===== src/rtl/pipe_ctrl.sv =====
// pipe_ctrl: stall/flush scheduler for the five-stage F/D/E/M/W pipeline.
// Merges the memory waits, the load-use bubble, branch redirects and
// serializing instructions into per-stage hold/kill controls.
// Ports:
//   clk, reset (async, active-low)
//   ireq_wait, dreq_wait            imem/dmem wait
//   bubble_d, branch_e, serial_d    decode hazard, E redirect, serializing op in D
//   valid_e, valid_m, valid_w       back-end occupancy
//   retire_serial                   serializing op commits in W
//   stopf, stopd, stope, stopm      per-stage holds
//   flush_d, bubble_e               kill F->D, insert bubble into D->E
//   busy, err_timeout               serialization in progress, sticky dmem watchdog
// Optional macro PIPE_CTRL_PERF_EN adds stall_cnt, flush_cnt and serial_cnt.
module pipe_ctrl #(
    parameter int TIMEOUT_CYC = 255,
    parameter int CNT_W       = 16
) (
    input  logic clk,
    input  logic reset,
    input  logic ireq_wait,
    input  logic dreq_wait,
    input  logic bubble_d,
    input  logic branch_e,
    input  logic serial_d,
    input  logic valid_e,
    input  logic valid_m,
    input  logic valid_w,
    input  logic retire_serial,
    output logic stopf,
    output logic stopd,
    output logic stope,
    output logic stopm,
    output logic flush_d,
    output logic bubble_e,
    output logic busy,
    output logic err_timeout
`ifdef PIPE_CTRL_PERF_EN
    ,
    output logic [CNT_W-1:0] stall_cnt,
    output logic [CNT_W-1:0] flush_cnt,
    output logic [CNT_W-1:0] serial_cnt
`endif
);
    typedef enum logic [1:0] {RUN, DRAIN, ISSUE, WAIT_RET} state_t;
    localparam logic [CNT_W-1:0] TO = CNT_W'(TIMEOUT_CYC);
    state_t state_q, state_d;
    logic [CNT_W-1:0] cnt_q, cnt_d;
    logic err_q, err_d;
    logic hold_d, in_run;
    always_comb begin
        in_run   = state_q == RUN;
        // A serializing op seen in RUN is held in D at once so it cannot slip
        // into E before the back end has drained.
        hold_d   = bubble_d | (in_run & serial_d) | state_q == DRAIN;
        stopf    = !reset ? 1'b0 : dreq_wait ? 1'b1 : branch_e ? 1'b0 : ireq_wait | hold_d | !in_run;
        stopd    = !reset ? 1'b0 : dreq_wait ? 1'b1 : branch_e ? 1'b0 : hold_d;
        stope    = reset & dreq_wait;
        stopm    = reset & dreq_wait;
        // An ireq_wait kill is suppressed while D is held, so a held op is never lost.
        flush_d  = !reset ? 1'b1 : dreq_wait ? 1'b0 : branch_e ? 1'b1 :
                   (ireq_wait & !hold_d) | state_q == ISSUE | state_q == WAIT_RET;
        bubble_e = !reset ? 1'b1 : dreq_wait ? 1'b0 : branch_e ? 1'b1 : hold_d;
        busy     = reset & !in_run;
        state_d  = (state_q == WAIT_RET && retire_serial) ? RUN :
                   dreq_wait ? state_q :
                   branch_e ? (state_q == WAIT_RET ? WAIT_RET : RUN) :
                   in_run ? ((serial_d & !ireq_wait & !bubble_d) ? DRAIN : RUN) :
                   state_q == DRAIN ? ((valid_e | valid_m | valid_w) ? DRAIN : ISSUE) :
                   WAIT_RET;
        cnt_d    = !dreq_wait ? '0 : cnt_q == TO ? cnt_q : cnt_q + CNT_W'(1);
        err_d    = err_q | (dreq_wait & cnt_d == TO);
    end
    assign err_timeout = err_q;
    always_ff @(posedge clk or negedge reset) begin
        if (!reset) begin
            state_q <= RUN;
            cnt_q   <= '0;
            err_q   <= 1'b0;
        end else begin
            state_q <= state_d;
            cnt_q   <= cnt_d;
            err_q   <= err_d;
        end
    end
`ifdef PIPE_CTRL_PERF_EN
    always_ff @(posedge clk or negedge reset) begin
        if (!reset) begin
            stall_cnt  <= '0;
            flush_cnt  <= '0;
            serial_cnt <= '0;
        end else begin
            stall_cnt  <= stall_cnt + CNT_W'(stopf);
            flush_cnt  <= flush_cnt + CNT_W'(branch_e & !dreq_wait);
            serial_cnt <= serial_cnt + CNT_W'(state_q == WAIT_RET && state_d == RUN);
        end
    end
`endif
endmodule

===== config.mk =====
export PLATFORM = sky130hd
export DESIGN_NAME = pipe_ctrl
export DESIGN_NICKNAME = d
export VERILOG_FILES = /design/src/rtl/pipe_ctrl.sv
export SDC_FILE = /design/constraint.sdc
export NUM_CORES = 1
export LEC_CHECK = 0
export ABC_AREA = 1
export ABC_CLOCK_PERIOD_IN_PS = 2100
export CAP_MARGIN = 20
export CORE_AREA = 4 4 60 62
export DETAILED_ROUTE_END_ITERATION = 12
export DIE_AREA = 0 0 64 66
export GPL_TIMING_DRIVEN = 0
export PLACE_DENSITY = 0.65
export SLEW_MARGIN = 5
export SYNTH_ARGS = -nofsm -noshare
export SYNTH_HDL_FRONTEND = slang
export SYNTH_SLANG_ARGS = --single-unit
export TNS_END_PERCENT = 5

===== constraint.sdc =====
create_clock -name clk -period 2.1 [get_ports clk]
set_clock_uncertainty 0.2 [all_clocks]
set_input_delay 0.315 -clock clk [delete_from_list [all_inputs] [get_ports clk]]
set_output_delay 0.315 -clock clk [all_outputs]
set_load 0.02 [all_outputs]

==> metrics.csv <==
metric;value;unit
hp-start;err_timeout$_DFF_PN0_;
drt_iter0_markers;85;
placeableCoreArea;0.003028;mm²
cts_sinks;19;
hold_viol;0;
syn_to_final_growth;26.81;%
root_buffer;clkbuf_4;
slew_viol_final;0;
drcViolationCount;0;
die_y;66;µm
dp.cells;268;
syn_inst;206;
nNetsFinal;249;
diodes;0;
worstPathRequired;1.58;ns
crit_arrival;1.55;ns
cts_max_path_buffers;2;
numCtsBuffers;3;
critPathTopFamily;flip-flops;
startpoint;state_q[1]$_DFFE_PN0P_;
htree_levels;1;
cts.clk_slew.worst_paths;0.11;ns
final_antenna_net_count;0;
place.gp.congestion;0.8444;
cts_tree;built;
drt_wl_total;3058;µm
syn_area_per_cell;6.390;µm²
power-per-cell-area;490.4;mW/mm²
ys_warn_count;0;
rows;20;
grt_pass1_vias;1207;
via_per_inst;4.761;
crit_type;reg2out;
hp-class;reg2reg;
dieWidth;64;µm
path_max_fanout;4;
routedWlPerCell;10.92;µm
synth-seq-cells;19;
start_util;43.47;%
crit_path_max_incr_delay;0.44;ns
rsz0062_at_grt;yes;
setup.worst_path.end_class;output port;
cp_num_buf_inv;1;
worstPathCellList;nor2_4 -> a21oi_2 -> o21ai_2 -> nor4_2 -> o21ai_1 -> buf_2;
ys_seq_area_share;36.12;%
drv_cap;0;
overflow;0;
cpMaxStageDelayCell;dfrtp_2;
hpwl;2273;µm
status;completed;
peakVddDrop;0.0003495;V
vias;1333;
clkLatencyLatePin;0.30;ns
period_minus_slack;2.068;ns
fmax;483.7;MHz
antenna_found_initial;0;
grt_start_max_net_pins;20;
slew_headroom;41.54;%
syn-cell-area;0.001316;mm²
drive_gt1_share;14.83;%
grt_pass1_wl;5299;µm
synth_nets;218;
fin_cells;280;
yosysUniqueCellTypes;27;
fin_util;55.12;%
rr_startpoint;cnt_q[0]$_DFF_PN0_;
first_pass_iters;5;
numPortBuffers;18;
ios;19;
die_area;0.004224;mm²
place_area;0.001551;mm²
period_share;98.45;%
p_leak;0.0008819;µW
crit_path_start_kind;flop;
worst_pin_slew;0.8740;ns
track_usage;16.04;%
setup_viol;0;
final_area;0.001669;mm²
[logic make-up (layout without fill, tap and decap cells)]
kind of cell / after synthesis / in the layout / share of synthesized area (%)
adders and majority gates: 1 / 1 / 0.9504
xor gates and xnor gates: 3 / 3 / 1.997
DFF: 19 / 19 / 36.12
AOI/OAI and AO/OA: 19 / 19 / 7.700
and+or+nand+nor: 126 / 126 / 41.54
buffers and inverters: 38 / 68 / 11.69
[path summary, 6_finish.rpt]
check                      slack, ns  depth (start not counted)                     to
setup / recovery                0.03                          6                  stopf
hold / removal                  0.28                          2  err_timeout$_DFF_PN0_
setup reg to reg                0.19                         14  err_timeout$_DFF_PN0_
hold reg to reg                 0.28                          2  err_timeout$_DFF_PN0_
max in group asynchronous       0.61                          2     cnt_q[0]$_DFF_PN0_
min in group asynchronous       0.49                          2     cnt_q[9]$_DFF_PN0_
[Yosys cell counts]
cell type,count,area (µm²)
xnor2_1,1,8.760
nand2_1,60,225.2
nand3_1,15,75.07
inv_1,33,123.9
dfrtp_1,19,475.5
o22ai_1,2,12.51
nor2_2,1,6.260
buf_4,1,7.510
nor3b_1,1,7.510
ha_1,1,12.51
nor2_4,1,11.26
buf_6,1,11.26
nand3_2,1,10.01
clkbuf_1,1,3.750
nor4_1,2,12.51
nand2_2,4,25.02
o21bai_1,1,7.510
nand4_1,3,18.77
a31oi_1,1,6.260
o21ai_0,9,45.04
or3_1,1,6.260
nand3b_1,2,15.01
nor2_1,34,127.6
xor2_1,2,17.52
inv_2,2,7.510
and3_1,1,6.260
a21oi_1,6,30.03
[cells in the final DEF, fill, tap and decap left out, drive strengths merged, types with 2 or more instances in the layout]
master and instances:
nand2 64, nor2 36, inv 35, dfrtp 19, nand3 16, buf 13, clkdlybuf4s50 10, o21ai 9
a21oi 6, clkbuf 6, nand4 3, dlygate4sd2 3, nand3b 2, xor2 2, o22ai 2, nor4 2
[routing by layer]
metal  routed length, µm  vias to the layer above  share of wire [%]  track usage (%)
met1                1453                      602                 48            20.78
met4                  31                        0                1.0            4.852
met5                   0                        -                  0                0
met3                 125                        4                4.1            4.422
li1                    -                      707                  -                -
met2                1448                       20                 47            25.94
[worst min-delay path, delay by kind of cell (launching register included)]
| family | cells | cell delay, ns |
|---|---|---|
| buf+inv | 1 | 0.04 |
| simple gates | 1 | 0.05 |
| flops | 1 | 0.36 |
[registers in the layout, indices dropped and copies added (netlist names)]
register     cells
err_timeout      1
cnt_q           16
state_q          2
[stage by stage]
stage | TNS, ns | power [µW] | hold slack, ns | setup WS, ns
floorplan | 0 | 504.4 | -0.1806 | 0.2319
global placement | -6.605 | 583.8 | 0.2462 | -1.036
detailed placement | -6.558 | 583.7 | 0.2571 | -1.035
CTS | -0.02809 | 795.4 | 0.2597 | -0.02809
global route | -0.09011 | 875.1 | 0.2787 | -0.08519
finish | 0 | 818.6 | 0.2757 | 0.03248
[area by class of cell]
| cell class | count | area [µm²] |
|---|---|---|
| buffer | 3 | 32.53 |
| clock buffer | 4 | 26.28 |
| fill | 307 | 1359 |
| inverter | 35 | 131.4 |
| multi-input combinational | 149 | 728.2 |
| sequential | 19 | 479.2 |
| tap | 44 | 55.05 |
| timing repair buffer | 26 | 216.5 |
[timing repair]
item | CTS | global route
gates resized for setup | 30 | 15
hold buffers | 1 | 0
pin swaps | 1 | 2
gates cloned | 0 | 0
hold endpoints to repair | 19 | 0
setup endpoints to repair | 7 | 6
buffers inserted | 3 | 4
[where the power goes]
part           leakage [µW]  switching [µW]  internal, µW
logic              0.000614             117           106
clock network     0.0000150             114          74.1
registers          0.000252            24.7           383
total              0.000882             255           563
No activity file was read; power rests on OpenSTA's default activity.
